[src/rtl/spike_tx_queue.sv]
// Spike transmit queue: a FIFO of {addr, payload} events drained one at a time onto an interconnect write port.
// Optional SPIKE_TX_DROP_EN: never back-pressures the core; pushes into a full FIFO are discarded and counted.
module spike_tx_queue #(
  parameter int ADDR_W = 2,
  parameter int DATA_W = 32,
  parameter int DEPTH  = 4
) (
  input  logic                       clk,
  input  logic                       reset,
  input  logic                       push_valid,
  output logic                       push_ready,
  input  logic [ADDR_W-1:0]          push_addr,
  input  logic [DATA_W-1:0]          push_data,
  output logic [ADDR_W-1:0]          ic_n_addr,
  output logic [DATA_W-1:0]          ic_data,
  output logic                       ic_write_en,
  input  logic                       ic_ready,
  output logic [$clog2(DEPTH):0]     count,
  output logic                       busy,
`ifdef SPIKE_TX_DROP_EN
  output logic [15:0]                drop_count,
`endif
  output logic [0:0]                 dbg_state
);

  localparam int PW = $clog2(DEPTH);
  localparam int CW = PW + 1;
  localparam int EW = ADDR_W + DATA_W;

  localparam logic [0:0] IDLE = 1'b0;
  localparam logic [0:0] SEND = 1'b1;

  logic [EW-1:0] mem [DEPTH];
  logic [PW-1:0] wr_ptr;
  logic [PW-1:0] rd_ptr;
  logic [CW-1:0] count_q;
  logic [0:0]    state;
  logic          full;
  logic          push_fire;
  logic          pop;

  // Handshake: the core's event is taken at a rising edge when push_valid && push_ready;
  // the interconnect takes the held event at a rising edge when ic_write_en && ic_ready.
  assign full      = (count_q == CW'(DEPTH));
  assign push_fire = push_valid && !full;
  assign pop       = (count_q != '0) && ((state == IDLE) || ic_ready);

`ifdef SPIKE_TX_DROP_EN
  assign push_ready = 1'b1;
`else
  assign push_ready = !full;
`endif

  assign count       = count_q;
  assign ic_write_en = (state == SEND);
  assign busy        = (count_q != '0) || (state == SEND);
  assign dbg_state   = state;

  always_ff @(posedge clk) begin
    if (push_fire) mem[wr_ptr] <= {push_addr, push_data};
  end

  always_ff @(posedge clk or negedge reset) begin
    if (!reset) begin
      wr_ptr    <= '0;
      rd_ptr    <= '0;
      count_q   <= '0;
      state     <= IDLE;
      ic_n_addr <= '0;
      ic_data   <= '0;
    end else begin
      if (push_fire) wr_ptr <= wr_ptr + PW'(1);

      case ({push_fire, pop})
        2'b10:   count_q <= count_q + CW'(1);
        2'b01:   count_q <= count_q - CW'(1);
        default: count_q <= count_q;
      endcase

      // The output register is only ever refilled from the FIFO head.
      if (pop) begin
        rd_ptr               <= rd_ptr + PW'(1);
        {ic_n_addr, ic_data} <= mem[rd_ptr];
        state                <= SEND;
      end else if ((state == SEND) && ic_ready) begin
        state <= IDLE;
      end
    end
  end

`ifdef SPIKE_TX_DROP_EN
  always_ff @(posedge clk or negedge reset) begin
    if (!reset) begin
      drop_count <= '0;
    end else if (push_valid && full && (drop_count != 16'hFFFF)) begin
      drop_count <= drop_count + 16'd1;
    end
  end
`endif

endmodule

[config.mk]
export PLATFORM = sky130hd
export DESIGN_NAME = spike_tx_queue
export DESIGN_NICKNAME = d
export VERILOG_FILES = /design/src/rtl/spike_tx_queue.sv
export SDC_FILE = /design/constraint.sdc
export NUM_CORES = 1
export LEC_CHECK = 0
export CELL_PAD_IN_SITES_DETAIL_PLACEMENT = 1
export CELL_PAD_IN_SITES_GLOBAL_PLACEMENT = 2
export CORE_UTILIZATION = 45
export CTS_CLUSTER_SIZE = 24
export DETAILED_ROUTE_END_ITERATION = 8
export PLACE_DENSITY = 0.85
export REMOVE_ABC_BUFFERS = 1
export SLEW_MARGIN = 15
export SYNTH_ARGS = -nofsm -noshare
export SYNTH_HDL_FRONTEND = slang
export SYNTH_SLANG_ARGS = --single-unit
[constraint.sdc]
create_clock -name clk -period 6.4 [get_ports clk]
set_input_delay 1.28 -clock clk [delete_from_list [all_inputs] [get_ports clk]]
set_output_delay 1.28 -clock clk [all_outputs]
set_load 0.02 [all_outputs]
==> flow_summary.ini, run 1 <==
[synth]
netlist.area_leader.share_pct = 60.46
syn_area_per_cell_um2 = 23.37
synth_area_leader_cell = edfxtp_1
yosysSeqAreaShare_pct = 76.01
synth_cell_types = 25
ys_warn_count = 0
ys_top_cells_by_area = edfxtp_1 (60%), dfrtp_1 (16%), mux4_2 (9.3%)
netlist_area_um2 = 6755
synth_seq_cells = 178
synthCells = 289

[setup_path]
r2r_start = count[0]$_DFFE_PN0P_
worst-path-max-fanout = 5
setup.worst_path.end_class = primary output
critPathKind = register to primary output
required_ns = 5.12
setup.worst_path.start_class = register
cp.arrival_ns = 1.95
rr_endpoint = count[1]$_DFFE_PN0P_
reg2regPathDepth = 5
regToRegSetupSlack_ns = 4.07

[detailed_routing]
dr_total_vias = 3080
drc = 0
first_pass_iters = 4
drt_iter0_drc = 186
ant_nets = 0
wirelength_mm = 12.57
wl_per_cell_um = 21.94
via_per_inst = 5.375

[floorplanning]
start_util_pct = 46.30
rows = 44
core_um2 = 14590
dieArea_um2 = 15510
die_height_um = 124.5
die_x_um = 124.5
io_pins = 79

[sta]
setup_viol = 0
max_slew_margin_pct = 36.19
rsz0062_at_grt = false
drv_slew = 0
fin_skew_ns = 0.005594
min_period_over_period_pct = 50.45
setup_ws_ns = 3.171
min_period_ns = 3.229
final-hold-violation-count = 0
worstMarginPinSlew_ns = 0.9572
finalHoldWorstSlack_ns = 0.5131
fin_tns_setup_ns = 0
timing.fmax_ghz = 0.3097

[global_route]
antenna_found_initial = 0
grt_use_total_pct = 17.70
grt_pass1_vias = 3488
grt_max_degree = 43
grt_pass1_wl_mm = 19.86
grt_overflow = 0

[flow_run]
maxCapViolations = 0

[min_path]
hold_path_depth = 1
hold_start = ic_data[18]$_DFFE_PN0P_
min_path_type = register to register
min_to = ic_data[18]$_DFFE_PN0P_

[layout]
instances_no_fill = 573
fillCellCount = 1235
post-route-util_pct = 56.54
areaGrowthSynthToFinish_pct = 22.12
diodes = 0
layout.nets = 420
drive_above_1_share_pct = 27.51

[clock_tree]
cts-htree-levels = 4
post-cts-setup-buffers = 0
cts.sink_count = 178
cts_hold_buffers = 0
clock_latency_ns = 0.42
cts_tree = built
cts_root_buf = clkbuf_16
numCtsBuffers = 17
cts-resized-gates = 0
clockBufferDepth = 2
clk_pin_slew_ns = 0.06

[pwr]
irDropWorstVdd_uv = 204.8
power_leakage_nw = 2.933
p_per_area_nw_per_um2 = 490.7

[outcome]
status = completed

[placed_design]
numPortBuffers = 78
place_hpwl_mm = 7.532
place_inst = 541
pre_cts_slack_ns = 2.776
gp_congestion = 0.6388
worst max-delay path, stage by stage, from the launching register on:
cell,delay (ns)
dfrtp_1,0.44
nor3_2,0.38
nand2b_1,0.15
clkdlybuf4s50_1,0.56
cells in the mapped netlist, drive strengths merged:
master and instances:
clkbuf 2, and3b 1, fa 1, mux4 34, inv 4, buf 10
xnor2 3, nor3 1, and3 4, edfxtp 136, ha 5, xor2 3
and2 1, nand2 1, nor2 1, nand2b 2, a21oi 1, or3b 1
dfrtp 42, mux2 36
registers in the layout (all words and copies together) (netlist names):
| register | cells |
|---|---|
| mem | 136 |
| ic_data | 32 |
| count | 3 |
| ic_n_addr | 2 |
| rd_ptr | 2 |
| wr_ptr | 2 |
| dbg_state | 1 |
power breakdown:
| part | internal, W | switching, W | total (W) |
|---|---|---|---|
| combinational | 0.000710 | 0.000570 | 0.00128 |
| sequential | 0.00159 | 0.000205 | 0.00179 |
| clock | 0.000561 | 0.000416 | 0.000977 |
| total | 0.00286 | 0.00119 | 0.00405 |
logic make-up after synthesis:
family,count (synthesis),share of synthesized area (%)
DFF,178,76.01
xor gates and xnor gates,6,0.7781
buffers and inverters,16,1.741
adders and majority gates,6,1.222
AOI/OAI and AO/OA,1,0.1297
and+or+nand+nor,12,1.222
muxes,70,18.89
metrics by stage:
step,power (W),area (um^2)
2_1_floorplan,0.002585,6653
3_3_place_gp,0.003045,7689
3_5_place_dp,0.003118,7689
4_1_cts,0.004101,8247
5_1_grt,0.004226,8249
6_report,0.004048,8249
placed cells by master (no fill, tap or decap), types with 2 or more instances in the layout:
master and count:
inv_1 4, mux2_4 22, ha_1 5, mux4_2 28
mux2_2 14, clkbuf_16 17, dfrtp_2 2, and3_2 4
xnor2_1 3, clkbuf_8 3, dfrtp_1 40, clkdlybuf4s50_1 77
nand2b_1 2, clkinvlp_4 2, mux4_1 6, edfxtp_1 136
clkinv_2 6, buf_4 3, xor2_1 3
cell type report:
class,count,area [um^2],share of cell area (%)
sequential,178,5137,62.28
multi-input combinational,95,1515,18.37
timing repair buffer,80,793.3,9.616
clock buffer,21,470.5,5.703
tap,184,230.2,2.791
clock inverter,11,87.58,1.062
inverter,4,15.01,0.1820
metal layers:
layer | global-route usage [%] | share of wire [%] | vias to the layer above | routed length [um]
met5 | 0 | 0 | - | 0
met4 | 8.079 | 2.1 | 0 | 262
met3 | 4.167 | 3.6 | 19 | 448
met2 | 30.00 | 53 | 75 | 6649
met1 | 21.54 | 41 | 1648 | 5208
li1 | - | - | 1338 | -
worst max-delay path by stage:
stage / startpoint / endpoint
2_1_floorplan: ic_ready / count[1]$_DFFE_PN0P_
3_3_place_gp: ic_ready / count[1]$_DFFE_PN0P_
3_5_place_dp: ic_ready / count[1]$_DFFE_PN0P_
4_1_cts: count[1]$_DFFE_PN0P_ / busy
5_1_grt: count[1]$_DFFE_PN0P_ / busy
6_report: count[1]$_DFFE_PN0P_ / busy
(Power assumes the default switching activity.)
==> inputs of run 2 (changes only) <==
Settings changed: CORE_UTILIZATION 45 to 43, PLACE_DENSITY 0.85 to 0.82.
Clock period 6.4 ns to 3.35 ns, I/O delays scaled along.
==> run 2 against run 1 <==
Sequential share of layout area shrank 1.2 points. Largest power group unchanged. Final cell count up 6.1%. Count of clock-buffer cells in the layout is 1 lower. Critical path type unchanged. Critical endpoint is now push_ready. Clock skew down 0.00077 ns. Non-clock buffer count increased by 8. Combinational power rose by 91%. Wire length is 1.6% lower. Utilization decreased by 1.5 points.
==> flow_summary.ini, run 2 (synthesis results as in run 1) <==
[outcome]
status = completed

[sta]
timing.fmax_ghz = 0.3844
drv_slew = 0
fin_tns_setup_ns = 0
fin_skew_ns = 0.004822
final-hold-violation-count = 0
worstMarginPinSlew_ns = 0.9179
min_period_over_period_pct = 77.65
setup_viol = 0
max_slew_margin_pct = 38.80
min_period_ns = 2.601
rsz0062_at_grt = false

[detailed_routing]
dr_total_vias = 3086
via_per_inst = 5.076
wl_per_cell_um = 20.34
first_pass_iters = 6
wirelength_mm = 12.37
drt_iter0_drc = 288
ant_nets = 0
drc = 0

[layout]
most-common-layout-cells = edfxtp_1 (136), clkdlybuf4s50_1 (77), dfrtp_1 (40)
drive_above_1_share_pct = 29.22
fillCellCount = 1342
largest_register_ff_count = 136
areaGrowthSynthToFinish_pct = 24.43
regMostFlops = mem
diodes = 0
layout.nets = 428
final_common_cell = edfxtp_1

[setup_path]
setup.worst_path.start_class = register
rr_endpoint = count[1]$_DFFE_PN0P_
crit_buf_inv = 1
crit_start = count[0]$_DFFE_PN0P_
worst_path_max_delay_cell = clkdlybuf4s50_1
cp-endpoint = push_ready
setup.worst_path.end_class = primary output
cp.depth = 2
critPathMaxStageDelay_ns = 0.57
crit_family = buffers and inverters
path_cells = or3b_1 > clkdlybuf4s50_1
regToRegSetupSlack_ns = 1.18
reg2regPathDepth = 6
worst-path-max-fanout = 6
r2r_start = count[0]$_DFFE_PN0P_
cp.arrival_ns = 1.93
critPathKind = register to primary output
required_ns = 2.68

[global_route]
grt_overflow = 0
grt_use_total_pct = 16.73
antenna_found_initial = 0
grt_pass1_wl_mm = 19.24
grt_max_degree = 36
grt_pass1_vias = 3359

[clock_tree]
cts-htree-levels = 4
clk_pin_slew_ns = 0.06
cts_tree = built
cts_root_buf = clkbuf_16
numCtsBuffers = 17
clockBufferDepth = 2
cts-resized-gates = 0
clock_latency_ns = 0.43
cts.sink_count = 178
cts_hold_buffers = 0
post-cts-setup-buffers = 0

[floorplanning]
start_util_pct = 44.27
die_height_um = 127.3
core_um2 = 15260
io_pins = 79
rows = 45
dieArea_um2 = 16220
die_x_um = 127.3

[pwr]
p_per_area_nw_per_um2 = 937.1
pwr-share-comb_pct = 31.1
p_int_w = 0.005587
pwr-share-clk_pct = 25.2
sw_frac_of_total_pct = 29.08
power_leakage_nw = 2.992
p_seq_share_pct = 43.7
power.switching_w = 0.002290
p_total_w = 0.007877
irDropWorstVdd_uv = 446.7

[placed_design]
numPortBuffers = 78
place_hpwl_mm = 7.630
gp_congestion = 0.7040

[min_path]
min_path_type = input pin to asynchronous set/reset pin

[flow_run]
maxCapViolations = 0
==> run 2: worst min-delay path by stage <==
stage / endpoint / slack [ns] / cells after the start
6_report: ic_data[15]$_DFFE_PN0P_ / 0.29 / 1
5_1_grt: ic_data[18]$_DFFE_PN0P_ / 0.34 / 1
4_1_cts: ic_data[15]$_DFFE_PN0P_ / 0.30 / 1
3_5_place_dp: ic_data[15]$_DFFE_PN0P_ / 0.50 / 1
3_3_place_gp: ic_data[5]$_DFFE_PN0P_ / 0.50 / 1
2_1_floorplan: count[0]$_DFFE_PN0P_ / 0.37 / 0
==> run 2: final cells by class <==
type	count	area [um^2]	area share (%)
Sequential cell	178	5137	61.12
Multi-Input combinational cell	95	1515	18.03
Timing Repair Buffer	88	875.8	10.42
Clock inverter	12	131.4	1.563
Tap cell	211	264.0	3.141
Inverter	4	15.01	0.1786
Clock buffer	20	466.7	5.552
==> run 2: metal layers <==
metal  GRT usage, %  wire, um  up-vias
met5              0         0        -
met4          6.723       150        0
met3          5.235       479       11
met2          26.78      6244       66
met1          21.38      5492     1649
li1               -         -     1360
==> run 2: power by group through the flow <==
stage	registers, W	logic (W)	clock network (W)
6_report	0.00344	0.00245	0.00198
5_1_grt	0.00352	0.00261	0.00210
4_1_cts	0.00347	0.00250	0.00202
3_5_place_dp	0.00351	0.00249	0
3_3_place_gp	0.00347	0.00243	0
2_1_floorplan	0.00369	0.00125	0
==> run 2: metrics by stage <==
step	utilization, %	instances	hold WS [ns]	area [um^2]	worst slack, ns
finish	55.09	608	0.2917	8406	0.7488
global route	55.09	608	0.3363	8406	0.6741
CTS	55.09	608	0.3019	8406	0.7129
detailed placement	51.17	576	0.4985	7807	0.7604
global placement	51.17	576	0.4958	7807	0.8684
floorplan	-	277	0.3744	6653	0.08387
==> run 2: worst reg2reg max path: cells and delay by family, from the launching register on <==
kind	cells	cell delay, ns
adder cells (fa/ha/maj)	2	0.60
AND/OR/NAND/NOR	2	0.68
buffers and inverters	1	0.05
multiplexers	1	0.26
flip-flops	1	0.46
==> inputs of run 3 (changes only) <==
Clock period 3.35 ns to 2.6 ns, I/O delays scaled along.
==> run 3 against run 2 <==
Design area rose by 0.86%. Die area did not move. Combinational power rose by 36%. Wire length rose by 3.5%. Largest cell class unchanged. Register-to-register slack got worse by 0.78 ns. Clock power rose by 33%. Largest power group unchanged.
==> flow_summary.ini, run 3 (synthesis results as in run 1) <==
[global_route]
grt_max_degree = 36
grt_pass1_wl_mm = 19.73
grt_overflow = 0
grt_use_total_pct = 17.18
grt_pass1_vias = 3479
antenna_found_initial = 0

[sta]
min_period_ns = 2.450
min_period_over_period_pct = 94.25
timing.fmax_ghz = 0.4081
finalHoldWorstSlack_ns = 0.5037
setup_viol = 0
max_slew_margin_pct = 55.46
rsz0062_at_grt = false
final-hold-violation-count = 0
fin_skew_ns = 0.007424
worstMarginPinSlew_ns = 0.6681
drv_slew = 0

[pwr]
power.switching_w = 0.002968
pwr-share-comb_pct = 32.3
p_seq_share_pct = 42.1
power_leakage_nw = 3.013
sw_frac_of_total_pct = 28.77
irDropWorstVdd_uv = 565.3
p_per_area_nw_per_um2 = 1217
p_total_w = 0.01032
pwr-share-clk_pct = 25.6
p_int_w = 0.007348

[flow_run]
maxCapViolations = 0

[min_path]
hold_path_depth = 1
min_path_type = register to register

[clock_tree]
numCtsBuffers = 17
clockBufferDepth = 2
clock_latency_ns = 0.42
cts_root_buf = clkbuf_16
cts.sink_count = 178
cts-resized-gates = 0
cts_hold_buffers = 1
clk_pin_slew_ns = 0.06
cts-htree-levels = 4
cts_tree = built
post-cts-setup-buffers = 0

[setup_path]
critPathKind = register to primary output
required_ns = 2.08
cp.arrival_ns = 1.93
worst-path-max-fanout = 6
reg2regPathDepth = 6
setup.worst_path.end_class = primary output
setup.worst_path.start_class = register

[detailed_routing]
wirelength_mm = 12.80
dr_total_vias = 3114
ant_nets = 0
first_pass_iters = 4
wl_per_cell_um = 20.99
drt_iter0_drc = 171
via_per_inst = 5.105
drc = 0

[floorplanning]
core_um2 = 15260
die_x_um = 127.3
die_height_um = 127.3
dieArea_um2 = 16220
start_util_pct = 44.27
io_pins = 79
rows = 45

[layout]
areaGrowthSynthToFinish_pct = 25.50
final_common_cell = edfxtp_1
layout.nets = 430
most-common-layout-cells = edfxtp_1 (136), clkdlybuf4s50_1 (77), dfrtp_1 (40)
largest_register_ff_count = 136
drive_above_1_share_pct = 29.07
multi_input_area_um2 = 1515
diodes = 0
regMostFlops = mem
regArea_um2 = 5137
fillCellCount = 1322
fin_area_um2 = 8478
instances_no_fill = 610

[placed_design]
gp_congestion = 0.6682
placed_area_um2 = 7853
place_hpwl_mm = 7.643
place_inst = 577
numPortBuffers = 78

[outcome]
status = completed
[run 3: layer usage]
| layer | track usage, % | up-vias | part of all wire [%] |
|---|---|---|---|
| met5 | 0 | - | 0 |
| met4 | 6.092 | 0 | 1.2 |
| met3 | 4.481 | 14 | 3.0 |
| met2 | 29.38 | 58 | 53 |
| met1 | 21.21 | 1680 | 43 |
| li1 | - | 1362 | - |
[run 3: critical path, stage by stage (launching register included)]
cell,delay (ns)
dfrtp_1,0.46
or3b_1,0.47
clkdlybuf4s50_1,0.57
[run 3: stage by stage]
step	setup TNS (ns)	setup WS, ns	util, %
finish	0	0.1496	55.56
global route	0	0.06903	55.56
CTS	0	0.1268	55.56
detailed placement	0	0.2039	51.46
global placement	0	0.2690	51.46
floorplan	-1.472	-0.6574	-
[run 3: power by group through the flow]
stage / Clock (W) / Combinational (W) / Sequential [W]
floorplan: 0 / 0.00162 / 0.00475
global placement: 0 / 0.00329 / 0.00435
detailed placement: 0 / 0.00339 / 0.00439
CTS: 0.00270 / 0.00342 / 0.00436
global route: 0.00280 / 0.00356 / 0.00442
finish: 0.00264 / 0.00334 / 0.00434
[run 3: area by class of cell]
type                    instances  share of cell area (%)
repair buffers                 90                   10.98
well taps                     211                   3.114
inverters                       4                  0.1771
clock buffers                  17                   5.018
clock inverters                15                   2.243
flip-flops and latches        178                   60.60
multi-input cells              95                   17.87
[run 3: worst paths after layout]
check / slack, ns / end / startpoint
worst max register to register: 0.40 / count[1]$_DFFE_PN0P_ / count[0]$_DFFE_PN0P_
worst min register to register: 0.50 / ic_data[5]$_DFFE_PN0P_ / ic_data[5]$_DFFE_PN0P_
worst min-delay path: 0.50 / ic_data[5]$_DFFE_PN0P_ / ic_data[5]$_DFFE_PN0P_
max in group asynchronous: 1.44 / rd_ptr[1]$_DFFE_PN0P_ / reset
worst max-delay path: 0.15 / push_ready / count[0]$_DFFE_PN0P_
min in group asynchronous: 0.54 / ic_data[24]$_DFFE_PN0P_ / reset
==> edit 1, RTL diff (config.mk and constraints of run 2) <==
The parameter `DATA_W` goes from 32 to 64.
--- a/src/rtl/spike_tx_queue.sv
+++ b/src/rtl/spike_tx_queue.sv
@@ -4,3 +4,3 @@
   parameter int ADDR_W = 2,
-  parameter int DATA_W = 32,
+  parameter int DATA_W = 64,
   parameter int DEPTH  = 4
Ports: changed (resized ic_data and push_data); port bits go from 79 to 143. No check against the original RTL was run, so the function may have changed too.
==> edit 1 against run 2 <==
Wire length up 98%; clock skew up 0.011 ns; cell count up 81%; hold slack better by 0.055 ns; sequential cell count up 160; combinational power up 80%; total power up 89%; sequential share of layout area up 1.5 points; setup slack worse by 0.091 ns; sequential power up 87%; global-route usage up 0.46 points; synthesized area up 85%; final area up 86%; critical endpoint unchanged.
==> edit 1: results <==
[cells_and_area]
largest_register_ffs = 264
buf_share_pct = 9.94
nets = 764
multi_input_area_share_pct = 16.4
final-clk-cell-share_pct = 7.78
seq_area_share_pct = 62.6
nMultiInputCombCells = 159
drive_above_1_share_pct = 28.9
final-instance-count-excl-fill = 1100

[logic_synthesis]
synth_cell_type_count = 26
synth_commonest_cells = "edfxtp_1, dfrtp_1, mux4_2"
synth_area_leaders = "edfxtp_1, dfrtp_1, mux4_2, mux2_2, mux2_4"
ys_seq_area_share_pct = 78.3
synth-edff-count = 264
async_flop_share_pct = 21.9
synth_fa_ha_area_share_pct = 0.661

[power]
seqPwrFrac_pct = 43.4
ir_drop_mv = 0.441

[global_route]
track_usage_pct = 17.2
antenna_found_initial = 4
grt_max_degree = 68
grt_pass1_vias = 6434

[drt]
wl_per_cell_um = 22.2
met2_length_um = 12800
first_pass_iters = 4
viasPerCell = 5.13
drt_iter0_drc = 335
wl_met1_um = 9880

[clocking]
cts_made_buffers = 35

[placement]
routabilityCongestion = 0.699
pre_cts_ws_ns = 0.635

[sta]
skew_ns = 0.0157

[setup_path]
cp.arrival_ns = 2.02

[status]
status = "finished, final reports clean"
## edit 1: changes by cell type after synthesis, moves of 4 or more
cell,delta
buf_1,+7
buf_2,+5
buf_6,-6
dfrtp_1,+32
edfxtp_1,+128
mux2_2,+36
mux2_4,-4
mux4_1,-6
mux4_2,+38
## edit 1: metal layers
| metal | global-route usage, % | vias up |
|---|---|---|
| met5 | 0 | - |
| met1 | 21.1 | 2972 |
| met4 | 4.69 | 4 |
| met2 | 30.4 | 140 |
| met3 | 4.01 | 45 |
| li1 | - | 2477 |
## edit 1: kinds of logic (layout without fill, tap and decap cells)
group                    after synthesis  after routing
adder cells (fa/ha/maj)                6              6
AND/OR/NAND/NOR                       12             12
XOR/XNOR                               6              6
other                                  0              2
buffers and inverters                 27            217
flip-flops                           338            338
AO/OA/AOI/OAI                          1              1
multiplexers                         134            134
## edit 1: critical path, stage by stage (launching register included)
cell             delay, ns
dfrtp_1               0.46
or3b_1                0.48
clkdlybuf4s50_1       0.60
==> edit 2, RTL diff (flow settings as in run 2) <==
Made on the original files. Put one more register stage on the output `count`, cleared by the reset. The value now appears one clock later. The other outputs are not delayed to match.
--- a/src/rtl/spike_tx_queue.sv
+++ b/src/rtl/spike_tx_queue.sv
@@ -53,3 +53,9 @@
 
-  assign count       = count_q;
+  always_ff @(posedge clk or negedge reset) begin
+    if (!reset) begin
+      count <= '0;
+    end else begin
+      count <= count_q;
+    end
+  end
   assign ic_write_en = (state == SEND);
Check against the original RTL: not equivalent (Yosys sat finds a counterexample within 4 cycles, from zero or initial values and one cycle with reset low).
==> edit 2 against run 2 <==
Setup slack worse by 0.0076 ns; synthesized area increased by 1.1%; wire length grew 2.7%; combinational power increased by 2%; final area is 0.51% higher; maximum frequency shrank 0.29%; total power increased by 0.64%; sequential share of layout area rose by 0.58 points; sequential cell count up 3; critical path type unchanged; highest routed layer is now met5.
==> edit 2: results <==
[placement]
hpwlAfterDp_um = 7310
routabilityCongestion = 0.689
port-buffer-count = 78
placed_area_um2 = 7870

[cells_and_area]
drive_above_1_share_pct = 26.4
reg.largest.list = "mem (136), ic_data (32)"
nets = 429
diodes = 0

[drt]
viasPerCell = 5.10
drt_iter0_drc = 171
first_pass_iters = 4
route.final.wire_length_um = 12700

[sta]
worst_pin_slew_ns = 0.899
maxSlewViolCount = 0
skew_ns = 0.00437

[setup_path]
cp_top_family = "buffers and inverters"
max_stage_delay_ns = 0.58
cpMaxStageDelayCell = "clkdlybuf4s50_1"
cp.arrival_ns = 1.94
worstPathMaxFanout = 6

[logic_synthesis]
yosysWarningCount = 0
synth_area_leaders = "edfxtp_1, dfrtp_1, mux4_2, mux2_4, mux4_1"
ys_seq_area_share_pct = 76.3
async_flop_share_pct = 24.9
synth_cell_type_count = 25
synth_commonest_cells = "edfxtp_1, dfrtp_1, mux4_2"
synth-edff-count = 136

[global_route]
grt_pass1_vias = 3504
track_usage_pct = 17.6
antenna_found_initial = 1
grt_pass1_wl_um = 20000
grt_max_degree = 36

[clocking]
cts_max_path_buffers = 2
post-cts-setup-buffers = 0
postCtsResizedCells = 0
root_buffer = "clkbuf_16"
clk_pin_slew_ns = 0.06
h-tree-depth = 4
cts_made_buffers = 17
insertion_delay_ns = 0.43

[power]
p_leak_nw = 3.01
ir_drop_mv = 0.494

[status]
status = "finished, final reports clean"

[worst_hold_path]
min_path_type = "input pin to async pin"
[edit 2: cell count changes in the layout (fill, tap and decap cells not counted), moves of 2 or more]
cell	delta
buf_4	-2
clkbuf_1	+8
clkinv_2	-2
clkinv_4	-3
clkinvlp_4	-3
dfrtp_1	+3
[edit 2: area by class of cell]
cell class	count	area (µm²)
Fill cell	1335	6920
Clock buffer	27	483
Sequential cell	181	5210
Multi-Input combinational cell	95	1520
Clock inverter	5	97.6
Tap cell	211	264
Timing Repair Buffer	86	861
Inverter	4	15.0
[edit 2: routing by layer]
metal  track usage, %  vias up  share of wire, %
met2             28.4       86                49
met3             5.01       19               5.0
met1             22.4     1642                44
met5                0        -              0.11
li1                 -     1359                 -
met4             7.34        2               1.9
[edit 2: cells by family after synthesis]
family          synth area share, %
compound gates                0.128
xor+xnor                      0.770
fa+ha+maj                      1.21
buf+inv                        1.72
flops                          76.3
mux                            18.7
simple gates                   1.21
[edit 2: where the power goes]
part           internal (W)  switching [W]  total (W)
Sequential          0.00308       0.000400    0.00348
Combinational       0.00140        0.00109    0.00249
Clock               0.00121       0.000753    0.00196
[edit 2: metrics by stage]
| step | setup slack, ns | util [%] | power [W] | cells | hold WS, ns |
|---|---|---|---|---|---|
| 3_5_place_dp | 0.826 | 51.2 | 0.00605 | 577 | 0.449 |
| 3_3_place_gp | 0.872 | 51.2 | 0.00595 | 577 | 0.448 |
| 4_1_cts | 0.715 | 55.0 | 0.00806 | 609 | 0.329 |
| 2_1_floorplan | 0.0838 | - | 0.00500 | 280 | 0.374 |
| 5_1_grt | 0.661 | 55.0 | 0.00833 | 609 | 0.374 |
| 6_report | 0.741 | 55.0 | 0.00793 | 609 | 0.323 |
[edit 2: path summary, 6_finish.rpt]
path,startpoint,end,slack (ns),cells past startpoint
hold / removal,reset,ic_data[11],0.32,1
max in group asynchronous,reset,rd_ptr[0],2.26,2
setup / recovery,count_q[0],push_ready,0.74,2
min in group clk,count_q[2],count[2],0.47,0
setup reg to reg,count_q[0],count_q[1],1.16,6
hold reg to reg,count_q[2],count[2],0.47,0
